--- src/rtl/lcd_cell_writer.sv ---
// rtl/lcd_cell_writer.sv - fills one grid cell on an 8080-style 8-bit LCD panel.
// Also emits the panel init sequence.
module lcd_cell_writer #(
    parameter int GRID_W    = 4,
    parameter int CELL_PX   = 20,
    parameter int WR_LOW    = 1,
    parameter int INIT_WAIT = 16
) (
    input  logic              clk,
    input  logic              rst,
    input  logic              start,
    input  logic [1:0]        op,
    input  logic [GRID_W-1:0] x,
    input  logic [GRID_W-1:0] y,
    input  logic [15:0]       color,
    output logic              busy,
    output logic              done,
    output logic              csx_n,
    output logic              wr_n,
    output logic              dcx,
    output logic [7:0]        d
);

    localparam logic [1:0]  OP_DRAW   = 2'b00;
    localparam logic [1:0]  OP_CLEAR  = 2'b01;
    localparam logic [1:0]  OP_INIT   = 2'b10;
    localparam logic [1:0]  OP_NOP    = 2'b11;
    localparam logic [15:0] PH_LAST   = 16'(WR_LOW - 1);
    localparam logic [15:0] WAIT_LAST = 16'((INIT_WAIT > 0) ? INIT_WAIT - 1 : 0);
    localparam logic [15:0] PIX_LAST  = 16'(CELL_PX * CELL_PX - 1);

    typedef enum logic [2:0] {S_IDLE, S_CMD, S_DATA, S_WAIT, S_PIXEL, S_DONE} state_t;

    state_t             state_q;
    logic [1:0]         op_q;
    logic [GRID_W-1:0]  x_q, y_q;
    logic [15:0]        color_q;
    logic [3:0]         step_q;
    logic [15:0]        phase_q, wait_q, pix_q;
    logic               hi_q;
    logic               busy_q, done_q, csx_q, wr_q, dcx_q;
    logic [7:0]         d_q;

    logic [15:0] x0, x1, y0, y1;
    logic [3:0]  nstep;
    logic [7:0]  nhdr_d, pix_hi, pix_lo;
    logic        nhdr_cmd, hdr_last, wait_after;

    assign x0 = 16'(x_q) * 16'(CELL_PX);
    assign y0 = 16'(y_q) * 16'(CELL_PX);
    assign x1 = x0 + 16'(CELL_PX - 1);
    assign y1 = y0 + 16'(CELL_PX - 1);

    // Header byte that follows the one currently on the bus.
    always_comb begin
        nstep      = step_q + 4'd1;
        nhdr_d     = 8'h00;
        nhdr_cmd   = 1'b0;
        pix_hi     = (op_q == OP_CLEAR) ? 8'h00 : color_q[15:8];
        pix_lo     = (op_q == OP_CLEAR) ? 8'h00 : color_q[7:0];
        hdr_last   = (op_q == OP_INIT) ? (step_q == 4'd4) : (step_q == 4'd10);
        wait_after = (op_q == OP_INIT) && (step_q <= 4'd1);
        if (op_q == OP_INIT) begin
            case (nstep)
                4'd1:    begin nhdr_d = 8'h11; nhdr_cmd = 1'b1; end
                4'd2:    begin nhdr_d = 8'h3A; nhdr_cmd = 1'b1; end
                4'd3:    nhdr_d = 8'h55;
                4'd4:    begin nhdr_d = 8'h29; nhdr_cmd = 1'b1; end
                default: nhdr_d = 8'h00;
            endcase
        end else begin
            case (nstep)
                4'd1:    nhdr_d = x0[15:8];
                4'd2:    nhdr_d = x0[7:0];
                4'd3:    nhdr_d = x1[15:8];
                4'd4:    nhdr_d = x1[7:0];
                4'd5:    begin nhdr_d = 8'h2B; nhdr_cmd = 1'b1; end
                4'd6:    nhdr_d = y0[15:8];
                4'd7:    nhdr_d = y0[7:0];
                4'd8:    nhdr_d = y1[15:8];
                4'd9:    nhdr_d = y1[7:0];
                4'd10:   begin nhdr_d = 8'h2C; nhdr_cmd = 1'b1; end
                default: nhdr_d = 8'h00;
            endcase
        end
    end

    always_ff @(posedge clk) begin
        if (rst) begin
            state_q <= S_IDLE;
            op_q    <= OP_DRAW;
            x_q     <= '0;
            y_q     <= '0;
            color_q <= 16'h0000;
            step_q  <= 4'd0;
            phase_q <= 16'd0;
            wait_q  <= 16'd0;
            pix_q   <= 16'd0;
            hi_q    <= 1'b0;
            busy_q  <= 1'b0;
            done_q  <= 1'b0;
            csx_q   <= 1'b1;
            wr_q    <= 1'b1;
            dcx_q   <= 1'b1;
            d_q     <= 8'h00;
        end else begin
            done_q <= 1'b0;
            case (state_q)
                S_IDLE: begin
                    if (start) begin
                        op_q    <= op;
                        x_q     <= x;
                        y_q     <= y;
                        color_q <= color;
                        step_q  <= 4'd0;
                        phase_q <= 16'd0;
                        if (op == OP_NOP) begin
                            state_q <= S_DONE;
                            done_q  <= 1'b1;
                        end else begin
                            state_q <= S_CMD;
                            busy_q  <= 1'b1;
                            csx_q   <= 1'b0;
                            wr_q    <= 1'b0;
                            dcx_q   <= 1'b0;
                            d_q     <= (op == OP_INIT) ? 8'h01 : 8'h2A;
                        end
                    end
                end
                S_CMD, S_DATA, S_PIXEL: begin
                    if (phase_q != PH_LAST) begin
                        phase_q <= phase_q + 16'd1;
                    end else begin
                        phase_q <= 16'd0;
                        if (!wr_q) begin
                            wr_q <= 1'b1;
                        end else if (state_q == S_PIXEL) begin
                            if (hi_q) begin
                                hi_q <= 1'b0;
                                d_q  <= pix_lo;
                                wr_q <= 1'b0;
                            end else if (pix_q == PIX_LAST) begin
                                state_q <= S_DONE;
                                done_q  <= 1'b1;
                                busy_q  <= 1'b0;
                                csx_q   <= 1'b1;
                                dcx_q   <= 1'b1;
                                d_q     <= 8'h00;
                            end else begin
                                pix_q <= pix_q + 16'd1;
                                hi_q  <= 1'b1;
                                d_q   <= pix_hi;
                                wr_q  <= 1'b0;
                            end
                        end else if (hdr_last) begin
                            if (op_q == OP_INIT) begin
                                state_q <= S_DONE;
                                done_q  <= 1'b1;
                                busy_q  <= 1'b0;
                                csx_q   <= 1'b1;
                                dcx_q   <= 1'b1;
                                d_q     <= 8'h00;
                            end else begin
                                state_q <= S_PIXEL;
                                pix_q   <= 16'd0;
                                hi_q    <= 1'b1;
                                d_q     <= pix_hi;
                                dcx_q   <= 1'b1;
                                wr_q    <= 1'b0;
                            end
                        end else if (wait_after && (INIT_WAIT > 0)) begin
                            state_q <= S_WAIT;
                            wait_q  <= 16'd0;
                        end else begin
                            state_q <= nhdr_cmd ? S_CMD : S_DATA;
                            step_q  <= nstep;
                            d_q     <= nhdr_d;
                            dcx_q   <= ~nhdr_cmd;
                            wr_q    <= 1'b0;
                        end
                    end
                end
                S_WAIT: begin
                    // csx_n stays low and wr_n high while the panel settles.
                    if (wait_q == WAIT_LAST) begin
                        wait_q  <= 16'd0;
                        state_q <= nhdr_cmd ? S_CMD : S_DATA;
                        step_q  <= nstep;
                        d_q     <= nhdr_d;
                        dcx_q   <= ~nhdr_cmd;
                        wr_q    <= 1'b0;
                    end else begin
                        wait_q <= wait_q + 16'd1;
                    end
                end
                S_DONE:  state_q <= S_IDLE;
                default: state_q <= S_IDLE;
            endcase
        end
    end

    assign busy  = busy_q;
    assign done  = done_q;
    assign csx_n = csx_q;
    assign wr_n  = wr_q;
    assign dcx   = dcx_q;
    assign d     = d_q;

endmodule

--- config.mk ---
export PLATFORM = sky130hd
export DESIGN_NAME = lcd_cell_writer
export DESIGN_NICKNAME = d
export VERILOG_FILES = /design/src/rtl/lcd_cell_writer.sv
export SDC_FILE = /design/constraint.sdc
export NUM_CORES = 1
export LEC_CHECK = 0
export BUFFER_PORTS_ARGS = -buffer_cell sky130_fd_sc_hd__buf_4
export CAP_MARGIN = 25
export CORE_MARGIN = 8
export CORE_UTILIZATION = 63
export CTS_BUF_LIST = sky130_fd_sc_hd__clkbuf_8
export CTS_CLUSTER_DIAMETER = 200
export DETAILED_ROUTE_END_ITERATION = 6
export GPL_ROUTABILITY_DRIVEN = 1
export PLACE_DENSITY = 0.9
export SYNTH_ARGS = -nofsm -noshare
export SYNTH_HDL_FRONTEND = slang
export SYNTH_SLANG_ARGS = --single-unit
--- constraint.sdc ---
create_clock -name clk -period 5.4 [get_ports clk]
set_input_delay 0.27 -clock clk [delete_from_list [all_inputs] [get_ports clk]]
set_output_delay 0.27 -clock clk [all_outputs]
set_load 0.02 [all_outputs]
==> results.sh <==
export IMPL_core_rowCount=35
export IMPL_rsz0062_at_grt="false"
export IMPL_grt_use_total_pct=22.89
export IMPL_die_width_um=113.0
export IMPL_drt_iter0_markers=670
export IMPL_viasPerCell=6.434
export IMPL_htree_levels=3
export IMPL_synth_enable_flop_cells=0
export IMPL_worstSetupStartpointType="flip-flop"
export IMPL_synth_fa_ha_area_share_pct=4.875
export IMPL_io_buffer_count=41
export IMPL_first_pass_iters=7
export IMPL_grt_pass1_wl_mm=24.72
export IMPL_crit_path_max_fanout=15
export IMPL_synth_avg_cell_area_um2=7.989
export IMPL_violations="DRC"
export IMPL_cts_setup_buffers=0
export IMPL_syn_area_um2=5928
export IMPL_grt_max_degree=56
export IMPL_finClkSkew_ns=0.01432
export IMPL_finalMaxSlewViolations=0
export IMPL_nNetsFinal=804
export IMPL_design_area_um2=6324
export IMPL_crit_type="reg -> reg"
export IMPL_grt_pass1_vias=5305
export IMPL_p_leak_nw=2.357
export IMPL_synthTopCellsByArea="dfxtp_1, nand2_1, a21oi_1, nor2_1, xor2_1"
export IMPL_antenna_found_initial=0
export IMPL_p_per_area_nw_per_um2=380.9
export IMPL_synth_compound_area_share_pct=19.59
export IMPL_drv_cap=0
export IMPL_cp_arrival_ns=3.62
export IMPL_wl_mm=14.79
export IMPL_cts_buffers=9
export IMPL_worst_pin_slew_ns=1.061
export IMPL_cts_root_buf="clkbuf_8"
export IMPL_ir_worst_vdd_mv=0.2107
export IMPL_required_ns=5.63
export IMPL_vias=5598
export IMPL_drc=2
export IMPL_hold_buffers=0
export IMPL_min_period_ns=3.384
export IMPL_status="finished with violations"
export IMPL_syn_instance_count=742
export IMPL_wl_met3_mm=1.056
export IMPL_synth_most_common_cell="nand2_1"
export IMPL_core_area_um2=9196
export IMPL_ys_top_cells_by_count="nand2_1, dfxtp_1, nor2_1, a21oi_1, nand3_1"
export IMPL_yosys_area_share_simple_pct=30.29
export IMPL_synth_xor_xnor_area_share_pct=6.944
export IMPL_placed_area_um2=6146
export IMPL_max_freq_mhz=295.5
export IMPL_io_pins=42
export IMPL_maxSlewHeadroom_pct=29.15
export IMPL_synth_top_family_by_area="simple AND/OR/NAND/NOR gates"
export IMPL_overflow=0
export IMPL_n_antenna_cell=0
export IMPL_drive_above_1_share_pct=12.91
export IMPL_wl_met2_mm=7.075
export IMPL_async_flop_share_pct=0
export IMPL_start_util_pct=64.46
export IMPL_yosysTopAreaCell="dfxtp_1"
export IMPL_finalHoldViolations=0
export IMPL_ys_ff_latch=95
export IMPL_synth_top_area_share_pct=32.08
export IMPL_wl_met1_mm=6.254
export IMPL_critPathCaptureType="flip-flop"
export IMPL_wl_per_cell_um=17.00
export IMPL_dieArea_um2=12770
export IMPL_ant_nets=0
export IMPL_cts_max_path_buffers=2
export IMPL_min_path_type="in -> reg"
export IMPL_tns_ns=0
export IMPL_setup_violations=0
export IMPL_nFillCells=743
export IMPL_clkLatencyLatePin_ns=0.37
export IMPL_fin_crit_sh_pct=62.67
export IMPL_yosys_cell_types_count=94
export IMPL_clk_pin_slew_ns=0.10
export IMPL_syn_num_nets=792
export IMPL_cts_resized=0
export IMPL_synth_area_mux_share_pct=1.224
export IMPL_dr_max_layer_used="met4"
export IMPL_cts_tree="built"
export IMPL_place_congestion=0.9835
export IMPL_fp_dieH_um=113.0
export IMPL_synthFlopType="dfxtp_1"
export IMPL_yosys_warnings=0
export IMPL_hpwl_mm=10.80
export IMPL_yosysSeqAreaShare_pct=32.08
export IMPL_area_growth_pct=6.669
export IMPL_clock_sinks=95
-- cell type report --
cell class	count	area [µm²]	area share [%]
multi-input cells	589	3730	58.98
repair buffers	41	307.8	4.867
clock inverters	7	53.80	0.8508
flip-flops and latches	95	1902	30.08
well taps	111	138.9	2.196
inverters	18	67.56	1.068
clock buffers	9	123.9	1.959
-- report_power, final --
group	internal [mW]	switching, mW	leakage, nW
combinational	0.398	0.659	1.50
sequential	0.791	0.123	0.772
clock	0.172	0.265	0.0885
total	1.36	1.05	2.36
-- registers in the layout (all words and copies together) (netlist names), 2 cells and up --
name and flops:
state_q 3, phase_q 16, pix_q 16, step_q 4, op_q 2, color_q 16, wait_q 16, y_q 4
d 8, x_q 4
-- metal layers --
metal,vias to the layer above,global-route usage [%]
met5,-,0
met4,0,9.503
met3,45,4.526
met2,242,39.09
met1,2624,27.47
li1,2687,-
-- final timing paths --
| check | from | end | slack, ns | cells past startpoint |
|---|---|---|---|---|
| worst min-delay path | color[12] | color_q[12]$_SDFFE_PP0P_ | 0.14 | 3 |
| worst max register to register | step_q[1]$_SDFFE_PP0P_ | d[0]$_SDFFE_PP0P_ | 2.02 | 9 |
| worst max-delay path | step_q[1]$_SDFFE_PP0P_ | d[0]$_SDFFE_PP0P_ | 2.02 | 9 |
| worst min register to register | color_q[2]$_SDFFE_PP0P_ | color_q[2]$_SDFFE_PP0P_ | 0.47 | 2 |
-- metrics by stage --
| step | util, % | std cells | setup WS [ns] | hold WS [ns] | power (mW) |
|---|---|---|---|---|---|
| 6_report | 68.76 | 870 | 2.016 | 0.1388 | 2.409 |
| 5_1_grt | 68.76 | 870 | 1.743 | 0.1328 | 2.558 |
| 4_1_cts | 68.76 | 870 | 2.084 | 0.1359 | 2.386 |
| 3_5_place_dp | 66.83 | 854 | 2.125 | 0.4510 | 1.953 |
| 3_3_place_gp | 66.83 | 854 | 2.324 | 0.4405 | 1.922 |
| 2_1_floorplan | - | 742 | 2.845 | 0.4060 | 1.715 |
-- placed cells by master, fill, tap and decap left out, drive strengths merged, types with 9 or more instances in the layout --
cell type and instances:
and2 12, xor2 28, inv 23, nor4 11
a21oi 61, nor3 19, xnor2 19, dfxtp 95
nand4 18, o21ai 25, clkbuf 9, nand2 104
and3 14, buf 41, ha 19, nand2b 9
nor2 82, nand3 36
-- worst max-delay path, stage by stage, from the launching register on --
cell and delay [ns]:
dfxtp_1 0.66, inv_1 0.19, ha_1 0.37, or2_2 0.40
a31oi_1 0.25, o22ai_1 0.17, nor4b_4 0.66, o21ai_0 0.22
a221oi_1 0.27, nor3_1 0.07
-- cells by family after synthesis --
logic type	count (synthesis)
xor gates and xnor gates	47
buffers and inverters	58
AOI/OAI and AO/OA	171
and+or+nand+nor	343
DFF	95
muxes	6
adders and majority gates	22
(Power assumes the default switching activity.)
